## src/rtl/draw_back_ground.sv

```systemverilog
// Ground (horizon) strip pixel classifier for the T-rex VGA renderer.
// Maps the scan coordinate into strip-local art coordinates, evaluates the
// procedural artwork chosen by select, and registers the result (1-cycle latency).
module draw_back_ground #(
    parameter int unsigned ratio = 1
) (
    input  logic        clk,
    input  logic        rst,
    input  logic [11:0] ox,
    input  logic [8:0]  oy,
    input  logic [9:0]  X,
    input  logic [9:0]  Y,
    input  logic [3:0]  select,
    output logic        inGrey
);

    // Legal scales are 1, 2 and 4, so the art coordinate is a plain right shift.
    localparam int unsigned Shift  = (ratio >= 4) ? 2 : ((ratio >= 2) ? 1 : 0);
    // Strip width can reach 4800 for ratio 4, so compare in 16 bits.
    localparam logic [15:0] StripW = 16'(1200 * ratio);
    localparam logic [9:0]  StripH = 10'(12 * ratio);

    localparam logic [3:0]  SelPlain    = 4'd0;
    localparam logic [3:0]  SelTextured = 4'd1;

    logic [12:0] dx;
    logic [10:0] dy;
    logic        inside_x;
    logic        inside_y;
    logic [5:0]  u_lo;
    logic [3:0]  v;
    logic        bump;
    logic        in_grey_d;
    logic        in_grey_q;

    // Strip-local offsets; 13-bit dx covers -2047..3071 without wrapping.
    always_comb begin
        dx = {3'b000, X} - {ox[11], ox};
        dy = {1'b0, Y} - {2'b00, oy};
    end

    // Inside test and art-space coordinates; only the low six u bits feed the art.
    always_comb begin
        inside_x = ~dx[12] && ({4'b0000, dx[11:0]} < StripW);
        inside_y = ~dy[10] && (dy[9:0] < StripH);
        u_lo     = dx[Shift +: 6];
        v        = dy[Shift +: 4];
        bump     = (u_lo >= 6'd20) && (u_lo <= 6'd27);
    end

    // Artwork evaluation; anything outside the strip is never grey.
    always_comb begin
        in_grey_d = 1'b0;
        if (inside_x && inside_y) begin
            case (select)
                SelPlain: begin
                    in_grey_d = (v == 4'd1);
                end
                SelTextured: begin
                    in_grey_d = ((v == 4'd0) && bump)
                             || ((v == 4'd1) && !bump)
                             || ((v == 4'd5) && (u_lo[4:0] == 5'd3))
                             || ((v == 4'd9) && ((u_lo == 6'd40) || (u_lo == 6'd41)));
                end
                default: begin
                    in_grey_d = 1'b0;
                end
            endcase
        end
    end

    // Output register with synchronous reset.
    always_ff @(posedge clk) begin
        if (rst) begin
            in_grey_q <= 1'b0;
        end else begin
            in_grey_q <= in_grey_d;
        end
    end

    assign inGrey = in_grey_q;

endmodule

```

## config.mk

```make
export PLATFORM = sky130hd
export DESIGN_NAME = draw_back_ground
export DESIGN_NICKNAME = d
export VERILOG_FILES = /design/src/rtl/draw_back_ground.sv
export SDC_FILE = /design/constraint.sdc
export NUM_CORES = 1
export LEC_CHECK = 0
export CELL_PAD_IN_SITES_DETAIL_PLACEMENT = 0
export CELL_PAD_IN_SITES_GLOBAL_PLACEMENT = 1
export CORE_ASPECT_RATIO = 0.7
export CORE_UTILIZATION = 29
export CTS_BUF_LIST = sky130_fd_sc_hd__clkbuf_4 sky130_fd_sc_hd__clkbuf_8 sky130_fd_sc_hd__clkbuf_16
export DETAILED_ROUTE_END_ITERATION = 8
export PLACE_DENSITY_LB_ADDON = 0.1
export SLEW_MARGIN = 20
export SYNTH_ARGS = -nofsm -noshare
export SYNTH_HDL_FRONTEND = slang
export SYNTH_SLANG_ARGS = --single-unit
```

## constraint.sdc

```tcl
create_clock -name clk -period 3.8 [get_ports clk]
set_clock_uncertainty 0.05 [all_clocks]
set_input_delay 0.57 -clock clk [delete_from_list [all_inputs] [get_ports clk]]
set_output_delay 0.57 -clock clk [all_outputs]
set_load 0.005 [all_outputs]
```

-- After elaboration in Yosys (flattened, before gate mapping)
Index checks and enable logic that the tools add are counted.
W data, S select, Z words.
- bits in latches: 0
- output and inout port bits: 1
- register bits: 1
- memory bits (writable): 0
- memories: 0
- bits of input ports: 47
- bits in read-only memories: 0
- div/mod/pow operators: 0
- mux-type cells: 1
- equality and inequality tests: 7
- bitwise operators: 3
- $lt $le $gt $ge: 4
- shift-type cells: 0
- multiply operators: 0
- reductions and logical operators: 16
- add/sub/neg operators: 2
- operators by type and width (operator ; number):
    $sub A11 B12 Y13 ; 1
    $eq A6 B6 Y1 const B ; 2
    $lt A12 B11 Y1 const B ; 1
    $sub A10 B9 Y11 ; 1
    $lt A10 B4 Y1 const B ; 1
    $eq A4 B1 Y1 const B ; 2
    $logic_and A1 B1 Y1 ; 8
    $logic_not A4 Y1 ; 2
    $ge A6 B5 Y1 const B ; 1
    $le A6 B5 Y1 const B ; 1
    $eq A5 B2 Y1 const B ; 1
    $eq A4 B3 Y1 const B ; 1
    $eq A4 B4 Y1 const B ; 1
    $logic_or A1 B1 Y1 ; 4
    $not A1 Y1 ; 3
    $pmux W1 S2 ; 1
    $reduce_or A2 Y1 ; 1
    $logic_not A1 Y1 ; 1

-- Longest topological paths before layout
Gate-level depths: netlist of the first run.
- depth in word-level cells: 9
- mapped depth: 12
- mapped depth without buffers: 12

-- Worst setup path before layout of the first run
Ideal clock, no wire load.
- path kind: input-to-reg
- from: input port X[0]
- to: register in_grey_q, in the netlist inGrey
- path buffers: 0
- data required time: 3.647 ns
- setup time: 0.103 ns
- stages on the path: 11
- slack: 0.913 ns
- arrival: 2.734 ns
- cell sequence: inv_1 -> ha_1 -> inv_1 -> fa_1 -> a211oi_1 -> o21bai_1 -> or3_1 -> a31oi_1 -> xor2_1 -> o2111ai_1 -> a2111oi_2
- longest elaborated chain between the ends: 9
- RTL lines (what ; RTL line ; text):
    start: declaration ; 11 ; input logic [9:0] X,
    $sub A11 B12 Y13 (*) ; 38 ; dx = {3'b000, X} - {ox[11], ox};
    $ge A6 B5 Y1 / $le A6 B5 Y1 (equally long branches) ; 48 ; bump = (u_lo >= 6'd20) && (u_lo <= 6'd27);
    $logic_and A1 B1 Y1 ; 48 ;
    $logic_not A1 Y1 ; 61 ; || ((v == 4'd1) && !bump)
    $logic_and A1 B1 Y1 ; 61 ;
    $logic_or A1 B1 Y1 ; 61 ;
    $logic_or A1 B1 Y1 ; 62 ; || ((v == 4'd5) && (u_lo[4:0] == 5'd3))
    $logic_or A1 B1 Y1 ; 63 ; || ((v == 4'd9) && ((u_lo == 6'd40) || (u_lo == 6'd41)));
    $pmux W1 S2 ; 55 ; case (select)
    end signal: assignment ; 77 ; in_grey_q <= in_grey_d;
    end: declaration ; 34 ; logic in_grey_q;
Every way passes the cells marked *; elsewhere a longest branch is shown, timed or not.
A chain may end at the register's enable or synchronous reset.

-- Final worst setup path of the first run
- from: input port ox[0]
- to: register in_grey_q, in the netlist inGrey
- longest elaborated chain between the ends: 9
- RTL lines (what ; RTL line ; text):
    start: declaration ; 9 ; input logic [11:0] ox,
    $sub A11 B12 Y13 (*) ; 38 ;
    $ge A6 B5 Y1 / $le A6 B5 Y1 (equally long branches) ; 48 ;
    $logic_and A1 B1 Y1 ; 48 ;
    $logic_not A1 Y1 ; 61 ;
    $logic_and A1 B1 Y1 ; 61 ;
    $logic_or A1 B1 Y1 ; 61 ;
    $logic_or A1 B1 Y1 ; 62 ;
    $logic_or A1 B1 Y1 ; 63 ;
    $pmux W1 S2 ; 55 ;
Marked as above.

==> impl_metrics.yaml, run 1 <==
critical_path:
  required_ns: 3.64
  crit_arrival_ns: 3.43
  worstSetupPathDepth: 11
  critical_path_class: "in -> reg"
  start_kind: "input port"
  crit_fanout: 4
  crit_start: "ox[0]"
  slowest_stage: "clkdlybuf4s50_1"
  critPathMaxStageDelay_ns: 0.47
  cp-end-kind: "register"
  critical_path.cell_chain: "clkdlybuf4s50_1, ha_1, inv_1, fa_1, a211oi_1, o21bai_1, or3_1, a31oi_1, xor2_1, o2111ai_1, a2111oi_2"
  critPathBufInv: 2
  critPathTopFamily: "compound AO/OA/AOI/OAI gates"
  crit_path_end: "inGrey$_SDFF_PP0_"
route:
  wirelength_um: 2880
  detail_route.wl_per_cell_um: 11.6
  drc: 0
  drt-initial-drc-count: 63
  vias_per_cell: 4.96
  num_vias: 1229
  dr.pass1.iters: 4
  ant_nets: 0
place:
  gp_congestion: 0.762
  placed_area_um2: 1620
  hpwl_um: 2500
  io_buffers: 47
cts:
  postCtsHoldBufs: 0
  clk_pin_slew_ns: 0
die:
  die_w_um: 75.0
  core_um2: 3540
  io-pin-count: 48
  rows: 18
  die-area_um2: 3980
  die-height_um: 53.1
  initial_core_util_pct: 30.6
final_layout:
  finish.instance_area_um2: 1620
  largest_reg_flops: 1
  fin_util_pct: 45.8
  diodes: 0
  layout.nets: 268
  synthToLayoutAreaGrowth_pct: 49.7
  drive_gt1_share_pct: 3.54
timing:
  finalMaxSlewViolations: 0
  finalSetupViolCount: 0
  min_period_ns: 3.59
  tns_ns: 0
  rsz0062_at_grt: "false"
  tightestPinTransition_ns: 0.478
  relSlewSlack_pct: 68.0
  holdWs_ns: 1.24
  max_freq_ghz: 0.279
  finalHoldViolCount: 0
  min_period_over_period_pct: 94.3
logic_synthesis:
  ys_top_cells_by_area: "ha_1, inv_1, a21oi_1"
  seq_area_frac_synth_pct: 1.85
  synth_seq_cells: 1
  synth_cell_types: 45
  yosysTopAreaCell: "ha_1"
  syn-instance-count: 151
  ys.warnings.count: 0
  ys_top_cells_by_count: "inv_1, ha_1, a21oi_1, nor2_1, nor3_1"
  synth.most_common_cell: "inv_1"
  async_reset_ff_share_pct: 0
  syn_nets: 219
  synth_edf_count: 0
  syn_area_per_cell_um2: 7.17
  yosysTopAreaCellShare_pct: 22.0
  netlist_area_um2: 1080
  ys_dominant_reg_cell: "dfxtp_1"
global_route:
  grt_use_met3_pct: 1.71
  grt.overflow.total: 0
  grt_pass1_wl_um: 4980
  gr-usage-all-layers_pct: 15.7
  grt_pass1_vias: 1156
  grt_antenna_before_repair: 0
  grt.busiest_layer: "met2"
  grt.met2_usage_pct: 25.4
  use_met1_pct: 23.0
  grt_max_degree: 8
run:
  max-cap-violations: 0
power:
  finalPower_uw: 245
  power_density_nw_per_um2: 151
  leakage_nw: 0.696
  vdd_drop_max_uv: 53.9
run_status:
  status: "completed"
hold_path:
  min_path_type: "reg -> out"
  hold_depth: 1
## report_power, final
part	internal (mW)	leakage [nW]	switching, mW
logic	0.122	0.688	0.112
registers	0.0107	0.00805	0.00000105
clock network	0	0	0
## layout make-up
class | instances | area, um2
sequential | 1 | 20.0
fill | 364 | 1920
timing repair buffer | 47 | 470
multi-input combinational | 126 | 977
inverter | 24 | 90.1
tap | 50 | 62.6
## cells in the final DEF, fill, tap and decap left out, types with 3 or more instances in the layout
cell type        synthesis  layout
nor3_1                   9       9
nand2_1                  8       8
o21ai_0                  6       6
a211oi_1                 4       3
a21oi_1                 12      12
clkdlybuf4s50_1          0      47
xor2_1                   6       6
xnor2_1                  6       6
inv_1                   24      24
nor2_1                  10      10
nor2b_1                  3       3
ha_1                    19      19
## per-stage QoR
stage / cells / setup slack (ns)
after floorplan: 151 / 0.913
after global placement: 248 / 0.321
after detailed placement: 248 / 0.240
after CTS: 248 / 0.232
after global routing: 248 / 0.0147
final: 248 / 0.215
## routing by layer
| metal | share of wire (%) | routed length (um) | vias up |
|---|---|---|---|
| li1 | - | - | 656 |
| met1 | 54 | 1550 | 538 |
| met2 | 40 | 1150 | 33 |
| met3 | 5.5 | 158 | 2 |
| met4 | 0.94 | 27 | 0 |
| met5 | 0 | 0 | - |
## how the worst min path moves through the flow
stage / from / to / slack (ns)
after floorplan: Y[9] / inGrey$_SDFF_PP0_ / 0.73
after global placement: inGrey$_SDFF_PP0_ / inGrey / 1.24
after detailed placement: inGrey$_SDFF_PP0_ / inGrey / 1.25
after CTS: inGrey$_SDFF_PP0_ / inGrey / 1.25
after global routing: inGrey$_SDFF_PP0_ / inGrey / 1.26
final: inGrey$_SDFF_PP0_ / inGrey / 1.24
## cells by family (layout without fill, tap and decap cells)
group	Yosys count	after routing	share of synthesized area, %
fa+ha+maj	21	21	25.7
compound gates	49	49	31.9
buf+inv	24	71	8.32
simple gates	43	43	21.0
xor+xnor	13	13	11.2
flops	1	1	1.85
## what timing repair did
item	in CTS	in global routing
gates resized for setup	0	1
setup endpoints to repair	0	1
buffers inserted	0	0
Power figures use the tool's default switching activity.
==> inputs of run 2 (changes only) <==
--- a/config.mk
+++ b/config.mk
@@ -12,6 +12,7 @@
 export CTS_BUF_LIST = sky130_fd_sc_hd__clkbuf_4 sky130_fd_sc_hd__clkbuf_8 sky130_fd_sc_hd__clkbuf_16
 export DETAILED_ROUTE_END_ITERATION = 8
 export PLACE_DENSITY_LB_ADDON = 0.1
+export SKIP_CTS_REPAIR_TIMING = 1
 export SLEW_MARGIN = 20
 export SYNTH_ARGS = -nofsm -noshare
 export SYNTH_HDL_FRONTEND = slang
==> results of run 2 <==
Same layout as run 1: the final DEF is identical, and so are final timing and power.
==> inputs of run 3 (changes only) <==
--- a/config.mk
+++ b/config.mk
@@ -13,7 +13,7 @@
 export DETAILED_ROUTE_END_ITERATION = 8
 export PLACE_DENSITY_LB_ADDON = 0.1
 export SKIP_CTS_REPAIR_TIMING = 1
-export SLEW_MARGIN = 20
+export SLEW_MARGIN = 15
 export SYNTH_ARGS = -nofsm -noshare
 export SYNTH_HDL_FRONTEND = slang
 export SYNTH_SLANG_ARGS = --single-unit
==> results of run 3 <==
Same layout as run 1: the final DEF is identical, and so are final timing and power.
